`config.mk`:
```
export PLATFORM = sky130hd
export DESIGN_NAME = bin2seg_fmt
export DESIGN_NICKNAME = d
export VERILOG_FILES = /design/src/rtl/bin2seg_fmt.sv
export SDC_FILE = /design/constraint.sdc
export NUM_CORES = 1
export LEC_CHECK = 0
export CAP_MARGIN = 20
export CORE_MARGIN = 2
export CORE_UTILIZATION = 51
export CTS_CLUSTER_SIZE = 24
export DETAILED_ROUTE_END_ITERATION = 16
export HOLD_SLACK_MARGIN = 0.03
export PLACE_DENSITY = 0.76
export RECOVER_POWER = 25
export SETUP_SLACK_MARGIN = 0.4
export SYNTH_ARGS = -nofsm -noshare
export SYNTH_HDL_FRONTEND = slang
export SYNTH_SLANG_ARGS = --single-unit
export TNS_END_PERCENT = 5
```
`constraint.sdc`:
```
create_clock -name iCLK -period 1.9 [get_ports iCLK]
set_input_delay 0.475 -clock iCLK [delete_from_list [all_inputs] [get_ports iCLK]]
set_output_delay 0.475 -clock iCLK [all_outputs]
set_load 0.005 [all_outputs]
```
`src/rtl/bin2seg_fmt.sv`:
```
// Binary to eight 7-segment digit patterns via iterative double-dabble plus one encode cycle.
// Define BIN2SEG_LZB_EN to enable leading-zero blanking of digits 7..1.
module bin2seg_fmt #(
    parameter int unsigned WIDTH = 27
) (
    input  logic             iCLK,
    input  logic             nRST,
    input  logic             iLOAD,
    input  logic [WIDTH-1:0] iVALUE,
    input  logic [7:0]       iDP,
    output logic             oBUSY,
    output logic             oDONE,
    output logic [7:0]       oSEG7,
    output logic [7:0]       oSEG6,
    output logic [7:0]       oSEG5,
    output logic [7:0]       oSEG4,
    output logic [7:0]       oSEG3,
    output logic [7:0]       oSEG2,
    output logic [7:0]       oSEG1,
    output logic [7:0]       oSEG0
);

    typedef enum logic [1:0] {StIdle, StShift, StEncode} stateT;

    localparam int unsigned CntW = 6;
    localparam logic [63:0] MaxShown = 64'd99_999_999;
    localparam logic [7:0]  DashPat  = 8'b0000_0010;

    stateT             stateQ, stateD;
    logic [WIDTH-1:0]  shiftQ, shiftD;
    logic [31:0]       bcdQ, bcdD, bcdAdj;
    logic [CntW-1:0]   cntQ, cntD;
    logic [7:0]        dpQ, dpD;
    logic              ovfQ, ovfD;
    logic              doneQ, doneD;
    logic [7:0][7:0]   segQ, segD, segNew;

    function automatic logic [6:0] encodeDigit(input logic [3:0] nib);
        case (nib)
            4'd0:    encodeDigit = 7'b1111110;
            4'd1:    encodeDigit = 7'b0110000;
            4'd2:    encodeDigit = 7'b1101101;
            4'd3:    encodeDigit = 7'b1111001;
            4'd4:    encodeDigit = 7'b0110011;
            4'd5:    encodeDigit = 7'b1011011;
            4'd6:    encodeDigit = 7'b1011111;
            4'd7:    encodeDigit = 7'b1110000;
            4'd8:    encodeDigit = 7'b1111111;
            4'd9:    encodeDigit = 7'b1111011;
            default: encodeDigit = 7'b0000000;
        endcase
    endfunction

    // Add-3 correction applied to every nibble before the shift.
    always_comb begin
        bcdAdj = '0;
        for (int i = 0; i < 8; i++) begin
            if (bcdQ[4*i +: 4] >= 4'd5) begin
                bcdAdj[4*i +: 4] = bcdQ[4*i +: 4] + 4'd3;
            end else begin
                bcdAdj[4*i +: 4] = bcdQ[4*i +: 4];
            end
        end
    end

    // Walk from the leftmost digit so the blanking run stops at the first nonzero nibble.
    always_comb begin
        logic [3:0] nib;
        logic [6:0] pat;
`ifdef BIN2SEG_LZB_EN
        logic       leadZero;
        leadZero = 1'b1;
`endif
        nib    = '0;
        pat    = '0;
        segNew = '0;
        for (int n = 7; n >= 0; n--) begin
            nib = bcdQ[4*n +: 4];
            pat = encodeDigit(nib);
`ifdef BIN2SEG_LZB_EN
            if (n != 0) begin
                leadZero = leadZero && (nib == 4'd0);
                if (leadZero) begin
                    pat = 7'b0000000;
                end
            end
`endif
            segNew[n] = ovfQ ? DashPat : {pat, dpQ[n]};
        end
    end

    always_comb begin
        stateD = stateQ;
        shiftD = shiftQ;
        bcdD   = bcdQ;
        cntD   = cntQ;
        dpD    = dpQ;
        ovfD   = ovfQ;
        doneD  = 1'b0;
        segD   = segQ;
        case (stateQ)
            StIdle: begin
                if (iLOAD) begin
                    shiftD = iVALUE;
                    dpD    = iDP;
                    bcdD   = '0;
                    cntD   = '0;
                    ovfD   = {{(64-WIDTH){1'b0}}, iVALUE} > MaxShown;
                    stateD = StShift;
                end
            end
            StShift: begin
                // Bits shifted out of the top nibble are lost; only reachable with ovf set.
                bcdD   = {bcdAdj[30:0], shiftQ[WIDTH-1]};
                shiftD = {shiftQ[WIDTH-2:0], 1'b0};
                cntD   = cntQ + CntW'(1);
                if (cntQ == CntW'(WIDTH - 1)) begin
                    stateD = StEncode;
                end
            end
            StEncode: begin
                segD   = segNew;
                doneD  = 1'b1;
                stateD = StIdle;
            end
            default: stateD = StIdle;
        endcase
    end

    always_ff @(posedge iCLK or negedge nRST) begin
        if (!nRST) begin
            stateQ <= StIdle;
            shiftQ <= '0;
            bcdQ   <= '0;
            cntQ   <= '0;
            dpQ    <= '0;
            ovfQ   <= 1'b0;
            doneQ  <= 1'b0;
            segQ   <= '0;
        end else begin
            stateQ <= stateD;
            shiftQ <= shiftD;
            bcdQ   <= bcdD;
            cntQ   <= cntD;
            dpQ    <= dpD;
            ovfQ   <= ovfD;
            doneQ  <= doneD;
            segQ   <= segD;
        end
    end

    assign oBUSY = (stateQ != StIdle);
    assign oDONE = doneQ;
    assign oSEG7 = segQ[7];
    assign oSEG6 = segQ[6];
    assign oSEG5 = segQ[5];
    assign oSEG4 = segQ[4];
    assign oSEG3 = segQ[3];
    assign oSEG2 = segQ[2];
    assign oSEG1 = segQ[1];
    assign oSEG0 = segQ[0];

endmodule

```
==> impl_metrics.json <==
{
  "status": "completed",
  "synth_cell_types": 39,
  "combPwrFrac_pct": 39.2,
  "initial_utilization_pct": 51.6,
  "synthArstFlopShare_pct": 100,
  "synth.avg_cell_area_um2": 8.95,
  "hold_viol_final": 0,
  "port_buffers": 103,
  "p_seq_share_pct": 36.9,
  "critPathCaptureType": "primary output",
  "firstDrtPassIters": 4,
  "cp_max_fo": 2,
  "wl_um": 16200,
  "path_class": "flop to primary output",
  "core_mm2": 0.0137,
  "final_util_pct": 68.1,
  "setup.worst_path.end": "oBUSY",
  "gp_congestion": 0.813,
  "antenna_cells": 0,
  "fin_nets": 1012,
  "final_common_cell": "dfrtp_1",
  "worst_skew_pair.late_latency_ps": 420,
  "synth_area_leader_cell": "dfrtp_1",
  "dp_hpwl_um": 10600,
  "required_ps": 1420,
  "yosys.area.top_type_share_pct": 49.8,
  "crit_start": "stateQ[1]",
  "cts_tree": "built",
  "seq_area_frac_synth_pct": 49.8,
  "tightest_slew_ps": 491,
  "hold_class": "flop to flop",
  "antenna_found_initial": 0,
  "final_antenna_net_count": 0,
  "pre_cts_ws_ps": 33.9,
  "fin_worst_skew_ps": 5.97,
  "cp.arrival_ps": 1160,
  "worstReg2RegStart": "bcdQ[12]",
  "netlist_area_mm2": 0.00708,
  "p_leak_nw": 4.50,
  "setup_ws_ps": 265,
  "layout_min_cycle_time_ps": 1630,
  "clockPowerShare_pct": 23.9,
  "multi_input_area_mm2": 0.00340,
  "design.die.area_mm2": 0.0148,
  "post_drt_via_cell_ratio": 5.34,
  "ys_warn_count": 0,
  "grtUsageTotal_pct": 22.8,
  "intPower_w": 0.00856,
  "mostFrequentLayoutCells": "dfrtp_1 (134), nand2_1 (119), o21ai_0 (103)",
  "power_switching_w": 0.00502,
  "tns_ps": 0,
  "synth_seq_cells": 141,
  "synth_top_cells_by_area": "dfrtp_1 (50%), o21ai_0 (7.7%), ha_1 (7.4%), nand2_1 (6.5%), nor2_1 (5.4%)",
  "clk_path_buf_depth": 2,
  "syn_to_final_growth_pct": 31.9,
  "regArea_mm2": 0.00354,
  "drive_gt1_share_pct": 16.3,
  "io_pins": 104,
  "fill_cells": 1104,
  "grt_pass1_wl_um": 27000,
  "h-tree-depth": 4,
  "cts-root-buf": "clkbuf_16",
  "grt_max_degree": 49,
  "wl_per_cell_um": 14.4,
  "ys.flop_type": "dfrtp_1",
  "die_w_um": 122,
  "numCtsBuffers": 17,
  "drtIter0Drc": 287,
  "clock.fmax_ghz": 0.612,
  "switching_share_pct": 36.9,
  "syn-instance-count": 791,
  "r2r_cells": 5,
  "rsz0062_at_grt": "true",
  "slew_violations": 0,
  "critPathLaunchType": "flop",
  "synth_edf_count": 0,
  "drc": 0,
  "syn-num-nets": 871,
  "p_per_area_mw_per_mm2": 1450,
  "routed-via-count": 6006,
  "dieHeight_um": 122,
  "r2r_slack_ps": 300,
  "drv_cap": 0,
  "overflow": 0,
  "cts_sinks": 141,
  "grt_pass1_vias": 5817,
  "clk_pin_slew_ps": 60,
  "relSlewSlack_pct": 67.2,
  "std_cell_rows": 43,
  "setup_viol": 0,
  "ir_worst_vdd_mv": 0.770,
  "r2r_end": "bcdQ[14]",
  "period_share_pct": 86.0
}
## final cells by class
type / count / area share (%)
clock buffer: 22 / 4.97
tap: 180 / 2.41
sequential: 141 / 37.9
clock inverter: 10 / 1.22
inverter: 29 / 1.25
timing repair buffer: 169 / 15.9
multi-input combinational: 574 / 36.4
## through the flow
step | hold WS [ps] | area, um^2 | total power (W) | cells
final | 468 | 9340 | 0.0136 | 1125
after global routing | 493 | 9340 | 0.0146 | 1125
after CTS | 478 | 9100 | 0.0132 | 1110
after detailed placement | 455 | 8420 | 0.00984 | 1055
after global placement | 448 | 8420 | 0.00968 | 1055
after floorplan | 179 | 7110 | 0.00824 | 791
## sequential cells by signal, indices dropped and copies added (netlist names)
register / flops
oSEG2: 8
oSEG1: 8
oDONE: 1
bcdQ: 32
ovfQ: 1
oSEG7: 8
stateQ: 2
shiftQ: 27
oSEG5: 8
cntQ: 6
oSEG4: 8
oSEG6: 8
oSEG3: 8
oSEG0: 8
dpQ: 8
## metal layers
metal  vias to the layer above  GRT usage (%)  part of all wire [%]
met3                        28           4.68                   5.2
li1                       2973              -                     -
met1                      2847           29.4                    44
met5                         -              0                     0
met4                         0           8.26                   2.1
met2                       158           38.2                    49
## repair_timing
item / CTS / global route
gates resized for setup: 97 / 43
pin swaps: 4 / 7
cloned: 0 / 0
buffers inserted: 22 / 15
setup endpoints to repair: 138 / 176
hold buffers: 1 / 0
endpoints found under the hold margin: 43 / 0
## synth_stat cells (all sizes together) (2+ instances only)
library cell,instances
o21ai,109
nand2,123
o2bb2ai,4
buf,20
ha,42
dfrtp,141
xor2,8
o31ai,4
and3b,3
nor2b,3
nor2,102
nand4,4
a21oi,38
nor3,12
clkbuf,27
o22ai,26
inv,29
o32ai,7
mux2i,4
mux2,3
xnor2,9
nand3,13
nand2b,30
a22o,7
a31oi,7
nor3b,2
a211oi,6
## worst max-delay path, stage by stage, from the launching register on
cell and delay [ps]:
dfrtp_1 390, nor2_2 160, inv_1 70, buf_2 120
## how the worst min path moves through the flow
stage                  start  endpoint  cells after the start
floorplan               nRST   bcdQ[0]                      0
global placement        nRST  oSEG7[7]                      1
detailed placement      nRST  oSEG7[4]                      1
CTS                   dpQ[5]    dpQ[5]                      2
global route        oSEG3[4]  oSEG3[4]                      2
finish              oSEG3[2]  oSEG3[2]                      2
## power by group through the flow
stage / Clock (W) / Combinational, W / Sequential [W]
after floorplan: 0 / 0.00369 / 0.00456
after global placement: 0 / 0.00467 / 0.00501
after detailed placement: 0 / 0.00481 / 0.00503
after CTS: 0.00329 / 0.00494 / 0.00498
after global routing: 0.00342 / 0.00601 / 0.00519
final: 0.00324 / 0.00533 / 0.00501
## kinds of logic after synthesis
| kind of cell | synth area share [%] |
|---|---|
| adder cells (fa/ha/maj) | 7.42 |
| multiplexers | 1.04 |
| buffers and inverters | 4.40 |
| AO/OA/AOI/OAI | 17.2 |
| AND/OR/NAND/NOR | 18.0 |
| XOR/XNOR | 2.10 |
| flip-flops | 49.8 |
Power figures use the tool's default switching activity.
